===== src/rtl/run_monitor_pkg.sv =====
// Package: run_monitor_pkg
// Shared types for the run-control monitor.
//   rm_state_t : run-control FSM state (idle, running, finished by store,
//                finished by cycle-budget expiry)
package run_monitor_pkg;

    typedef enum logic [1:0] {
        RM_IDLE = 2'd0,
        RM_RUN  = 2'd1,
        RM_DONE = 2'd2,
        RM_TOUT = 2'd3
    } rm_state_t;

endpackage


===== src/rtl/run_monitor_pc_hit_counter.sv =====
// Module: pc_hit_counter
// One watched-PC channel: compares pc against watch_pc and counts matches,
// saturating at all-ones.
//   clk      in  1       rising-edge clock
//   rst_n    in  1       asynchronous active-low reset
//   clear    in  1       synchronous clear (run restart)
//   enable   in  1       count only while the run is active
//   pc       in  DATA_W  core program counter
//   watch_pc in  DATA_W  PC to watch on this channel
//   count    out CNT_W   number of cycles pc matched watch_pc
module pc_hit_counter
    import run_monitor_pkg::*;
#(
    parameter int unsigned DATA_W = 32,
    parameter int unsigned CNT_W  = 32
) (
    input  logic              clk,
    input  logic              rst_n,
    input  logic              clear,
    input  logic              enable,
    input  logic [DATA_W-1:0] pc,
    input  logic [DATA_W-1:0] watch_pc,
    output logic [CNT_W-1:0]  count
);

    always_ff @(posedge clk or negedge rst_n) begin
        if (!rst_n) begin
            count <= '0;
        end else if (clear) begin
            count <= '0;
        end else if (enable && (pc == watch_pc) && (count != '1)) begin
            count <= count + CNT_W'(1);
        end
    end

endmodule


===== src/rtl/run_monitor.sv =====
// Module: run_monitor
// Run-control monitor for the mipse core. Counts cycles while running and
// hits on N_WATCH watched PCs; ends the run on a store to FINISH_ADDR
// (capturing the stored data as exit code) or when the cycle budget expires.
//   clk          in  1               rising-edge clock
//   rst_n        in  1               asynchronous active-low reset
//   start        in  1               begin/restart a run (ignored while running)
//   pc           in  DATA_W          core program counter
//   aluresult    in  DATA_W          data-memory address
//   memwrite     in  1               data-memory write enable
//   writedata    in  DATA_W          data-memory write data
//   watch_pc     in  N_WATCH*DATA_W  watched PCs, channel k at [k*DATA_W +: DATA_W]
//   running      out 1               run in progress
//   done         out 1               finished by magic store (sticky)
//   timeout      out 1               finished by budget expiry (sticky)
//   exit_code    out DATA_W          writedata of the finishing store
//   cycle_count  out CNT_W           cycles spent running (wraps)
//   hit_count    out N_WATCH*CNT_W   per-channel hits, channel k at [k*CNT_W +: CNT_W]
module run_monitor
    import run_monitor_pkg::*;
#(
    parameter int unsigned       DATA_W      = 32,
    parameter int unsigned       N_WATCH     = 2,
    parameter int unsigned       CNT_W       = 32,
    parameter logic [DATA_W-1:0] FINISH_ADDR = DATA_W'(32'h7fff),
    parameter int unsigned       MAX_CYCLES  = 100000
) (
    input  logic                     clk,
    input  logic                     rst_n,
    input  logic                     start,
    input  logic [DATA_W-1:0]        pc,
    input  logic [DATA_W-1:0]        aluresult,
    input  logic                     memwrite,
    input  logic [DATA_W-1:0]        writedata,
    input  logic [N_WATCH*DATA_W-1:0] watch_pc,
    output logic                     running,
    output logic                     done,
    output logic                     timeout,
    output logic [DATA_W-1:0]        exit_code,
    output logic [CNT_W-1:0]         cycle_count,
    output logic [N_WATCH*CNT_W-1:0] hit_count
);

    // Budget expires when the cycle being counted is the last allowed one;
    // the normal increment then lands cycle_count exactly on MAX_CYCLES.
    localparam logic [CNT_W-1:0] LAST_CYCLE = CNT_W'(MAX_CYCLES - 1);

    rm_state_t state_q, state_d;
    logic      in_run;
    logic      finish;
    logic      budget_hit;
    logic      clear;

    always_comb begin
        in_run     = (state_q == RM_RUN);
        finish     = memwrite && (aluresult == FINISH_ADDR);
        budget_hit = (MAX_CYCLES != 0) && (cycle_count == LAST_CYCLE);
        state_d    = state_q;
        clear      = 1'b0;
        case (state_q)
            RM_RUN: begin
                // finish takes priority over a coincident budget expiry
                if (finish) begin
                    state_d = RM_DONE;
                end else if (budget_hit) begin
                    state_d = RM_TOUT;
                end
            end
            default: begin
                if (start) begin
                    state_d = RM_RUN;
                    clear   = 1'b1;
                end
            end
        endcase
    end

    always_ff @(posedge clk or negedge rst_n) begin
        if (!rst_n) begin
            state_q <= RM_IDLE;
        end else begin
            state_q <= state_d;
        end
    end

    always_ff @(posedge clk or negedge rst_n) begin
        if (!rst_n) begin
            cycle_count <= '0;
        end else if (clear) begin
            cycle_count <= '0;
        end else if (in_run) begin
            cycle_count <= cycle_count + CNT_W'(1);
        end
    end

    always_ff @(posedge clk or negedge rst_n) begin
        if (!rst_n) begin
            exit_code <= '0;
        end else if (clear) begin
            exit_code <= '0;
        end else if (in_run && finish) begin
            exit_code <= writedata;
        end
    end

    always_comb begin
        running = (state_q == RM_RUN);
        done    = (state_q == RM_DONE);
        timeout = (state_q == RM_TOUT);
    end

    for (genvar k = 0; k < N_WATCH; k++) begin : g_watch
        pc_hit_counter #(
            .DATA_W (DATA_W),
            .CNT_W  (CNT_W)
        ) u_hit (
            .clk      (clk),
            .rst_n    (rst_n),
            .clear    (clear),
            .enable   (in_run),
            .pc       (pc),
            .watch_pc (watch_pc[k*DATA_W +: DATA_W]),
            .count    (hit_count[k*CNT_W +: CNT_W])
        );
    end

endmodule

===== config.mk =====
export PLATFORM = sky130hd
export DESIGN_NAME = run_monitor
export DESIGN_NICKNAME = d
export VERILOG_FILES = /design/src/rtl/run_monitor_pkg.sv /design/src/rtl/run_monitor_pc_hit_counter.sv /design/src/rtl/run_monitor.sv
export SDC_FILE = /design/constraint.sdc
export NUM_CORES = 1
export LEC_CHECK = 0
export ABC_CLOCK_PERIOD_IN_PS = 2700
export CAP_MARGIN = 20
export CELL_PAD_IN_SITES_DETAIL_PLACEMENT = 0
export CELL_PAD_IN_SITES_GLOBAL_PLACEMENT = 1
export CORE_ASPECT_RATIO = 0.9
export CORE_UTILIZATION = 32
export CTS_CLUSTER_SIZE = 12
export DETAILED_ROUTE_END_ITERATION = 6
export PLACE_DENSITY = 0.81
export SETUP_SLACK_MARGIN = 0.02
export SLEW_MARGIN = 30
export SYNTH_ARGS = -nofsm -noshare
export SYNTH_HDL_FRONTEND = slang
export SYNTH_HIERARCHICAL = 1
export SYNTH_SLANG_ARGS = --single-unit

===== constraint.sdc =====
create_clock -name clk -period 2.7 [get_ports clk]
set_clock_uncertainty 0.05 [all_clocks]
set_input_delay 0.27 -clock clk [delete_from_list [all_inputs] [get_ports clk]]
set_output_delay 0.27 -clock clk [all_outputs]
set_load 0.1 [all_outputs]

==> summary.txt <==
Final layout
  – Post-route insts no fill: 1453
  – Layout overhead on the synthesized area: 51.06%
  – Layout Utilization: 49.82%
  – Diodes inserted: 0
  – Fraction of final layout cells sized beyond drive strength 1: 21.28%
  – Number of nets in the layout: 1310
  – Final standard cell area without fillers: 11350 sq um

Place
  – Post-placement cell count: 1420
  – Number of buffer cells added on primary ports: 294
  – Final HPWL from detailed placement: 18.70 mm
  – Final estimated routing congestion in global placement: 0.8056
  – Area after detailed placement: 10770 sq um

Route
  – Total wire length: 25.04 mm
  – Via count: 7448
  – Remaining DRCs: 0
  – Drt first pass iters: 5
  – Residual antenna-violating net count after detailed routing: 0
  – Iteration-0 DRC Markers: 481
  – Post-detailed-route via-to-cell ratio: 5.126
  – Average wire per cell in the routed design: 17.23 um

Clocking
  – Root buf cell: clkbuf_16
  – Clock sink count: 130
  – Max Root-Sink Buffers: 2
  – CTS clk-pin slew, worst paths: 70 ps
  – Clk Latency, worst-skew pair: 420 ps
  – CTS HTree Levels: 4
  – Number of CTS-inserted buffers: 17
  – Clock tree from TritonCTS: built

Synthesis
  – Post-synthesis instance area: 7511 sq um
  – Top cell types by occurrence after synthesis: dfrtp_1 (130), nand2_1 (98), a21oi_1 (60)
  – Share of synthesized flip-flops with an asynchronous set or reset: 100.0%
  – Number of synthesis warnings: 6
  – Share of the yosys chip area belonging to registers: 43.31%
  – Cells after Synth: 817
  – Number of nets in the synthesized netlist: 984
  – Proportion of synthesized area in mux cells: 7.879%
  – Complex-gate fraction of the synthesized area: 9.429%
  – Post-synth EDFFs: 0
  – Primary FF master, synth: dfrtp_1
  – Avg Synthesized Cell Area: 9.193 sq um
  – Dominant combinational cell family by area after synthesis: simple AND/OR/NAND/NOR gates
  – Flop and latch count out of synthesis: 130
  – Unique cell type count in the Yosys netlist: 49
  – Fraction of synthesized cell area in xor and xnor cells: 7.696%
  – Cell types occupying the most area after synthesis: dfrtp_1 (43%), mux2i_1 (7.7%), nand2_1 (4.9%)
  – Cell accounting for the most synthesized area: dfrtp_1
  – Area share of the largest cell type after synthesis: 43.31%
  – Simple-gate share of the synthesized area: 26.50%
  – Leading cell type by number of instances after synthesis: dfrtp_1
  – Post-Synth Adder-Cell Area: 0.4998%

Floorplanning
  – Placeable Area: 22770 sq um
  – Core Rows: 52
  – Die Span X: 163.5 um
  – Die area: 24090 sq um
  – Ports: 295
  – Die height: 147.3 um
  – Initial Util: 32.98%

Pwr
  – Overall power: 5.699 mW
  – Reported leakage power: 5.212 nW
  – Areal power density over the cells: 502.3 nW/um^2
  – Maximum ir drop on the vdd rail: 0.0007230 V

Worst setup path
  – R2R depth: 8
  – Capturing point of the worst reg2reg path: g_watch[1].u_hit/count[16]
  – R2R Path Start: g_watch[1].u_hit/count[0]
  – Critical Path Max Stage Delay: 560 ps
  – Critical path class: input pin to flop
  – Dominant delay contributor by cell family on the critical path: simple AND/OR/NAND/NOR gates
  – Startpoint types: input pin
  – Arrival time of data at the critical path endpoint: 2820 ps
  – Cell chain of the critical path: clkdlybuf4s50_1 -> xor2_1 -> nor4_2 -> buf_4 -> nand3_1 -> or4b_4 -> buf_12 -> or3_1 -> a21oi_1
  – Required time at the worst-slack endpoint: 2980 ps
  – Crit-path slowest cell: or4b_4
  – Buffering stage count on the worst path with inverters included: 3
  – Top fanout value on the critical path: 60
  – Worst setup EP type: flop
  – Worst reg-to-reg setup slack: 320 ps

Timing
  – Final worst path period share: 94.12%
  – Maximum operating frequency: 393.5 MHz
  – Final TNS setup: 0 ps
  – Remaining max-slew budget at the tightest pin: 50.80%
  – Hold Vio Cnt, Final: 0
  – Setup violators final: 0
  – Slew @ Worst Pin: 738.0 ps
  – Time the final worst path needs with I/O delays and setup: 2541 ps
  – Unrepaired setup endpoints after global routing: false
  – Count of final max-slew check failures: 0

Global routing
  – Total gr overflow: 0
  – Via count of the first global-routing pass: 7120
  – Number of antenna violations at the first check in global routing: 0
  – Largest net degree at the start of global routing: 131
  – Total routing usage reported by global routing: 20.94%
  – Wire length of the first global-routing pass: 39.00 mm

Run
  – Maximum Capacitance Violations: 0

Min path
  – Number of stages on the worst hold path: 3
  – Startpoint of the most critical hold path: writedata[6]
  – Worst Hold Endpoint: exit_code[6]
  – Hold Path Class: input pin to flop

Outcome
  – Run status: finished, final reports clean
[metrics by stage]
stage	hold slack, ps	setup slack [ps]
2_1_floorplan	-75.59	24.53
3_3_place_gp	410.7	-267.5
3_5_place_dp	409.6	-326.8
4_1_cts	309.1	90.83
5_1_grt	331.8	41.77
6_report	331.0	158.9
[cells in the final DEF, fill, tap and decap left out, types with 3 or more instances in the layout]
| cell type | synthesis | final |
|---|---|---|
| and4_1 | 3 | 3 |
| inv_1 | 42 | 41 |
| nand4_1 | 44 | 44 |
| clkdlybuf4s50_1 | 0 | 162 |
| buf_4 | 0 | 170 |
| dfrtp_2 | 0 | 10 |
| nand3_1 | 47 | 47 |
| and2_1 | 5 | 5 |
| xnor2_1 | 29 | 29 |
| nor3_1 | 8 | 8 |
| xor2_1 | 37 | 37 |
| nand2_1 | 98 | 97 |
| dfrtp_1 | 130 | 120 |
| a21oi_1 | 60 | 60 |
| nor4_1 | 15 | 14 |
| o31ai_1 | 14 | 14 |
| clkbuf_16 | 0 | 17 |
| buf_12 | 0 | 8 |
| o21ai_0 | 54 | 54 |
| nor2_1 | 18 | 18 |
| or3_1 | 50 | 50 |
| clkinv_4 | 1 | 3 |
| or4_1 | 12 | 12 |
| nand4b_1 | 5 | 5 |
| mux2i_1 | 58 | 58 |
| nor4_2 | 7 | 8 |
| nor3_2 | 3 | 3 |
| clkinvlp_4 | 0 | 3 |
| and3_1 | 13 | 13 |
| nor2_2 | 3 | 3 |
| ha_1 | 3 | 3 |
| inv_6 | 0 | 6 |
| and2_0 | 3 | 3 |
[cells by family after synthesis]
| group | Yosys count |
|---|---|
| compound gates | 133 |
| simple gates | 349 |
| flops | 130 |
| fa+ha+maj | 3 |
| mux | 59 |
| xor+xnor | 66 |
| buf+inv | 77 |
[tightest hold or removal path: cells and delay by family]
kind	cells	cell delay, ps
buf+inv	2	440
mux	1	50
[area by class of cell]
type,count,area (sq um)
fill,2134,11430
multi-input combinational,610,3915
sequential,130,3266
timing repair buffer,341,3068
clock buffer,18,439.2
tap,297,371.6
inverter,43,166.4
clock inverter,14,120.1
[registers in the layout, indices dropped and copies added, names as in the netlist]
register and cells:
g_watch.u_hit/count 64, exit_code 32, state_q 2, cycle_count 32
[report_power, final]
part / total (mW) / switching (mW) / internal [mW]
sequential: 2.19 / 0.168 / 2.02
clock: 2.22 / 0.988 / 1.23
combinational: 1.29 / 0.839 / 0.455
[worst max-delay path by stage]
stage	from	to	slack, ps	cells past startpoint
after floorplan	g_watch[0].u_hit/count[5]	g_watch[0].u_hit/count[27]	20	7
after global placement	pc[23]	g_watch[1].u_hit/count[5]	-270	9
after detailed placement	pc[23]	g_watch[1].u_hit/count[16]	-330	9
after CTS	pc[23]	g_watch[1].u_hit/count[16]	90	9
after global routing	pc[23]	g_watch[1].u_hit/count[30]	40	9
final	pc[23]	g_watch[1].u_hit/count[16]	160	9
[per-layer routing]
layer,wire length [um],share of wire (%),global-route usage [%],vias up
li1,-,-,-,3608
met4,356,1.4,5.093,0
met3,1389,5.5,4.348,21
met1,11110,44,28.37,3604
met5,0,0,0,-
met2,12180,49,33.98,215
[what timing repair did]
item,in CTS,in global routing
buffers inserted,0,0
hold buffers,1,0
setup endpoints to repair,0,28
endpoints found under the hold margin,130,0
gates resized for setup,0,1
Note: power is estimated with default switching activity, not from simulation.
